File: config.mk
export PLATFORM = sky130hd
export DESIGN_NAME = ble_crc24_rx_check
export DESIGN_NICKNAME = d
export VERILOG_FILES = /design/src/rtl/ble_crc_pkg.sv /design/src/rtl/ble_crc24_rx_check.sv
export SDC_FILE = /design/constraint.sdc
export NUM_CORES = 1
export LEC_CHECK = 0
export ABC_AREA = 1
export BUFFER_PORTS_ARGS = -buffer_cell sky130_fd_sc_hd__buf_4
export CAP_MARGIN = 25
export CORE_ASPECT_RATIO = 0.9
export CORE_UTILIZATION = 45
export CTS_CLUSTER_DIAMETER = 150
export DETAILED_ROUTE_END_ITERATION = 8
export PLACE_DENSITY = 0.71
export RECOVER_POWER = 25
export SYNTH_ARGS = -nofsm -noshare
export SYNTH_HDL_FRONTEND = slang
export SYNTH_SLANG_ARGS = --single-unit
File: constraint.sdc
create_clock -name clk -period 2 [get_ports clk]
set_clock_uncertainty 0.15 [all_clocks]
set_input_delay 0.4 -clock clk [delete_from_list [all_inputs] [get_ports clk]]
set_output_delay 0.4 -clock clk [all_outputs]
set_load 0.1 [all_outputs]
File: src/rtl/ble_crc_pkg.sv
// Shared BLE CRC24 definitions: polynomial, lengths, checker states and the
// single LFSR step used by both the TX generator and the RX checker.
package ble_crc_pkg;

  localparam int          CRC_LEN       = 24;
  localparam logic [23:0] CRC_POLY_TAPS = 24'h00065B;
  localparam logic [23:0] BLE_ADV_INIT  = 24'h555555;
  localparam int          MAX_PDU_BYTES = 257;

  typedef enum logic [1:0] {
    ST_IDLE = 2'd0,
    ST_PDU  = 2'd1,
    ST_CRC  = 2'd2,
    ST_DONE = 2'd3
  } crc_state_e;

  // One Galois step of x^24+x^10+x^9+x^6+x^4+x^3+x+1; the tap mask carries
  // the feedback into bits 0,1,3,4,6,9,10.
  function automatic logic [23:0] crc24_step(input logic [23:0] lfsr_cur,
                                             input logic        din);
    logic nb;
    nb = lfsr_cur[23] ^ din;
    return {lfsr_cur[22:0], 1'b0} ^ (nb ? CRC_POLY_TAPS : 24'h000000);
  endfunction

  // The init word is delivered byte 0 first; byte 0 lands in the top of the LFSR.
  function automatic logic [23:0] crc24_init_swap(input logic [23:0] init);
    return {init[7:0], init[15:8], init[23:16]};
  endfunction

endpackage

File: src/rtl/ble_crc24_rx_check.sv
// RX-side BLE CRC24 checker: runs the PDU bits through the LFSR, then compares
// the 24 received CRC bits against the register and reports pass/fail.
//
// state   | meaning
// IDLE    | waiting for start, data ignored
// PDU     | stepping LFSR over header+payload bits
// CRC     | comparing received CRC bits against lfsr[23]
// DONE    | one-cycle verdict, result_valid high
module ble_crc24_rx_check
  import ble_crc_pkg::*;
#(
  parameter int CRC_STATE_BIT_WIDTH = 24,
  parameter int LEN_WIDTH           = 9,
  parameter int BIT_CNT_WIDTH       = 12
) (
  input  logic                           clk,
  input  logic                           rst,
  input  logic [CRC_STATE_BIT_WIDTH-1:0] crc_state_init_bit,
  input  logic [LEN_WIDTH-1:0]           pdu_len_byte,
  input  logic                           start,
  input  logic                           data_in,
  input  logic                           data_in_valid,
  output logic                           busy,
  output logic                           result_valid,
  output logic                           crc_ok,
  output logic                           crc_err,
  output logic [CRC_STATE_BIT_WIDTH-1:0] lfsr,
  output logic [CRC_STATE_BIT_WIDTH-1:0] crc_rx
);

  crc_state_e               state;
  logic [BIT_CNT_WIDTH-1:0] bit_cnt;
  logic                     mismatch;
  logic                     mismatch_next;
  logic [BIT_CNT_WIDTH-1:0] len_bits;
  logic                     last_bit;

  assign len_bits      = BIT_CNT_WIDTH'({pdu_len_byte, 3'b000});
  assign last_bit      = (bit_cnt == BIT_CNT_WIDTH'(1));
  assign mismatch_next = mismatch | (data_in ^ lfsr[CRC_STATE_BIT_WIDTH-1]);

  assign busy         = (state == ST_PDU) || (state == ST_CRC);
  assign result_valid = (state == ST_DONE);

  always_ff @(posedge clk) begin
    if (rst) begin
      state    <= ST_IDLE;
      lfsr     <= '0;
      crc_rx   <= '0;
      bit_cnt  <= '0;
      mismatch <= 1'b0;
      crc_ok   <= 1'b0;
      crc_err  <= 1'b0;
    end else if (start) begin
      // start wins in every state; a coincident data bit is dropped
      lfsr     <= crc24_init_swap(crc_state_init_bit);
      mismatch <= 1'b0;
      crc_ok   <= 1'b0;
      crc_err  <= 1'b0;
      if (pdu_len_byte == '0) begin
        state   <= ST_CRC;
        bit_cnt <= BIT_CNT_WIDTH'(CRC_LEN);
      end else begin
        state   <= ST_PDU;
        bit_cnt <= len_bits;
      end
    end else begin
      case (state)
        ST_IDLE: ;
        ST_PDU: begin
          if (data_in_valid) begin
            lfsr <= crc24_step(lfsr, data_in);
            if (last_bit) begin
              state   <= ST_CRC;
              bit_cnt <= BIT_CNT_WIDTH'(CRC_LEN);
            end else begin
              bit_cnt <= bit_cnt - BIT_CNT_WIDTH'(1);
            end
          end
        end
        ST_CRC: begin
          if (data_in_valid) begin
            // a matching bit cancels lfsr[23], so a clean frame drains to zero
            lfsr     <= crc24_step(lfsr, data_in);
            crc_rx   <= {crc_rx[CRC_STATE_BIT_WIDTH-2:0], data_in};
            mismatch <= mismatch_next;
            if (last_bit) begin
              state   <= ST_DONE;
              bit_cnt <= '0;
              crc_ok  <= ~mismatch_next;
              crc_err <= mismatch_next;
            end else begin
              bit_cnt <= bit_cnt - BIT_CNT_WIDTH'(1);
            end
          end
        end
        ST_DONE: state <= ST_IDLE;
        default: state <= ST_IDLE;
      endcase
    end
  end

endmodule

==> metrics.md <==
| Metric | Value |
|---|---|
| WL final | `7.892 mm` |
| Largest net degree at the start of global routing | `38` |
| Cells on worst reg2reg path | `6` |
| Routed len/inst | `12.85 um` |
| Final setup viols | `0` |
| Area Growth Syn to Fin | `29.04%` |
| HP Class | `in -> reg` |
| Outcome | `complete, no violations` |
| EDFF count, synth | `0` |
| CTS Buffer Depth | `2` |
| Synthesis Warnings | `0` |
| # port buffers | `89` |
| Setup WS post-layout | `0.07934 ns` |
| Hold path start | `rst` |
| Row cnt | `28` |
| Die X | `88.97 um` |
| Hold Path End | `bit_cnt[3]` |
| Synth top cells by count | `nand2_1, nor2_1, dfxtp_1, o21ai_0, a21oi_1` |
| Kind of critical path | `reg -> out` |
| Largest vdd supply drop | `0.0007100 V` |
| Synthesized Nets | `477` |
| Synth area leaders | `dfxtp_1, nand2_1, o21ai_0, nor2_1, a21oi_1` |
| Max-slew violation count | `0` |
| Pleak | `1.934 nW` |
| Pre-CTS worst setup slack | `-0.1112 ns` |
| Share of post-route cells with drive strength above 1 | `25.57%` |
| Slew of the pin with the lowest slew margin | `0.5673 ns` |
| Unique masters post-synth | `26` |
| Clock transition at path regs | `0.07 ns` |
| GRT Util Overall | `23.25%` |
| Vias in the first global route | `2768` |
| Crit Path Max Fanout | `3` |
| Initial Utilization | `46.50%` |
| Hold Crit Depth | `2` |
| Critical Path Source Type | `flop` |
| Post-layout min period | `1.921 ns` |
| Total gr overflow | `0` |
| Synth Cell Area | `0.003063 mm^2` |
| Die Ht | `80.27 um` |
| Synthesized instance count | `433` |
| CP arrival | `1.37 ns` |
| Crit share post-route | `96.03%` |
| R2R Path End | `lfsr[5]` |
| First-pass GRT wire length | `12.79 mm` |
| H-tree levels | `3` |
| CTS tree | `done` |
| RePlAce Congestion | `0.8157` |
| Final-report hold violation count | `0` |
| DRT iter0 DRCs | `185` |
| Placed cell area | `0.003827 mm^2` |
| Post-synthesis average cell area | `7.074 um^2` |
| First-pass DRT Iterations | `4` |
| Final Core Density | `60.01%` |
| Post-DRT Antenna Nets | `0` |
| Maxcap violations | `0` |
| Biggest area consumer among synthesized cells | `dfxtp_1` |
| Sequential fraction of the synthesis area | `42.48%` |
| Slew margin rel. | `62.34%` |
| Design Area, Final | `0.003953 mm^2` |
| Via/cell ratio | `4.966` |
| Synth async-reset ratio | `0%` |
| Most common cell in the netlist | `nand2_1` |
| CTS Hold Bufs | `0` |
| Setup TNS | `0 ns` |
| Die ar. | `0.007141 mm^2` |
| Main synth FF type | `dfxtp_1` |
| R2r startpoint | `state[0]` |
| Clock root cell | `clkbuf_8` |
| Core area | `0.006586 mm^2` |
| Diodes inserted | `0` |
| CP Capture Type | `output pin` |
| Power Density | `1380 mW/mm^2` |
| Cts bufs inserted | `9` |
| Reg2reg setup slack | `0.23 ns` |
| Post-synthesis register bit count | `65` |
| Initial antenna violation count | `0` |
| Max Freq | `520.7 MHz` |
| Post-DP HPWL | `5.374 mm` |
| I/O pin total | `90` |
| RSZ-0062 raised after global routing | `false` |
| Clock latency on the worst-skew pair | `0.35 ns` |
| # DRC | `0` |
| Final net count | `563` |
| Hold slack | `0.1268 ns` |
| Top cell type's share of synthesized area | `42.48%` |
| Sink Count | `65` |
| Total number of vias | `3049` |
| Critical Path RT | `1.45 ns` |
| Crit path launch | `state[0]` |
[timing repair]
| action | in CTS | in global routing |
|---|---|---|
| pin swaps | 0 | 1 |
| gates cloned | 0 | 1 |
| buffers inserted | 0 | 0 |
| gates resized for setup | 1 | 1 |
| setup endpoints to repair | 24 | 19 |
[cells by family (layout without fill, tap and decap cells)]
| logic type | Yosys count | count (layout) | share of synthesized area [%] |
|---|---|---|---|
| AND/OR/NAND/NOR | 186 | 187 | 25.08 |
| AO/OA/AOI/OAI | 111 | 111 | 19.08 |
| flip-flops | 65 | 65 | 42.48 |
| buffers and inverters | 52 | 142 | 6.577 |
| XOR/XNOR | 13 | 13 | 4.330 |
| adder cells (fa/ha/maj) | 6 | 6 | 2.451 |
[cells in the final DEF (no fill, tap or decap), types with 6 or more instances in the layout]
cell type  instances
xor2_1             9
clkbuf_8          10
o21ai_1            7
a31oi_1           18
o21ai_0           52
dfxtp_1           65
buf_4             68
a21oi_1           31
ha_1               6
nand3_1           13
clkbuf_2          27
inv_1             22
nor2_1            68
nand2_1           89
inv_2              7
[per-stage QoR]
step / cells / power, mW
5_1_grt: 614 / 5.768
6_report: 614 / 5.453
3_5_place_dp: 597 / 4.475
2_1_floorplan: 433 / 3.863
3_3_place_gp: 597 / 4.449
4_1_cts: 613 / 5.503
[layer usage]
layer	vias up	wire (um)	GRT usage, %
met5	-	0	0
met4	0	82	5.556
met3	8	617	9.353
met2	87	3542	34.69
met1	1372	3650	31.29
li1	1582	-	-
[worst max-delay path, cell delays in order (launching register included)]
cell and delay (ns):
dfxtp_1 0.33, inv_1 0.04, ha_1 0.34, inv_1 0.09
buf_6 0.22
[worst max path at each step]
stage	to	slack [ns]	depth (start not counted)
6_report	busy	0.08	4
5_1_grt	busy	0.04	4
4_1_cts	busy	0.02	4
3_5_place_dp	crc_rx[0]	-0.11	7
3_3_place_gp	crc_rx[19]	-0.09	7
2_1_floorplan	crc_err	0.07	4
[registers in the layout, summed over array words and instances (netlist names)]
| name | flops |
|---|---|
| bit_cnt | 12 |
| mismatch | 1 |
| crc_err | 1 |
| lfsr | 24 |
| crc_ok | 1 |
| state | 2 |
| crc_rx | 24 |
[layout make-up]
cell class	count	area (um^2)
Clock buffer	10	137.6
Clock inverter	6	40.04
Fill cell	653	2634
Inverter	29	108.9
Multi-Input combinational cell	317	1575
Sequential cell	65	1301
Tap cell	90	112.6
Timing Repair Buffer	97	676.9
[power breakdown]
part           switching (mW)  total, mW  leakage, nW  internal, mW
clock                   0.539       1.02       0.0928         0.485
combinational            2.07       2.72         1.31         0.645
sequential              0.190       1.71        0.534          1.52
total                    2.80       5.45         1.93          2.65
(Power assumes the default switching activity.)
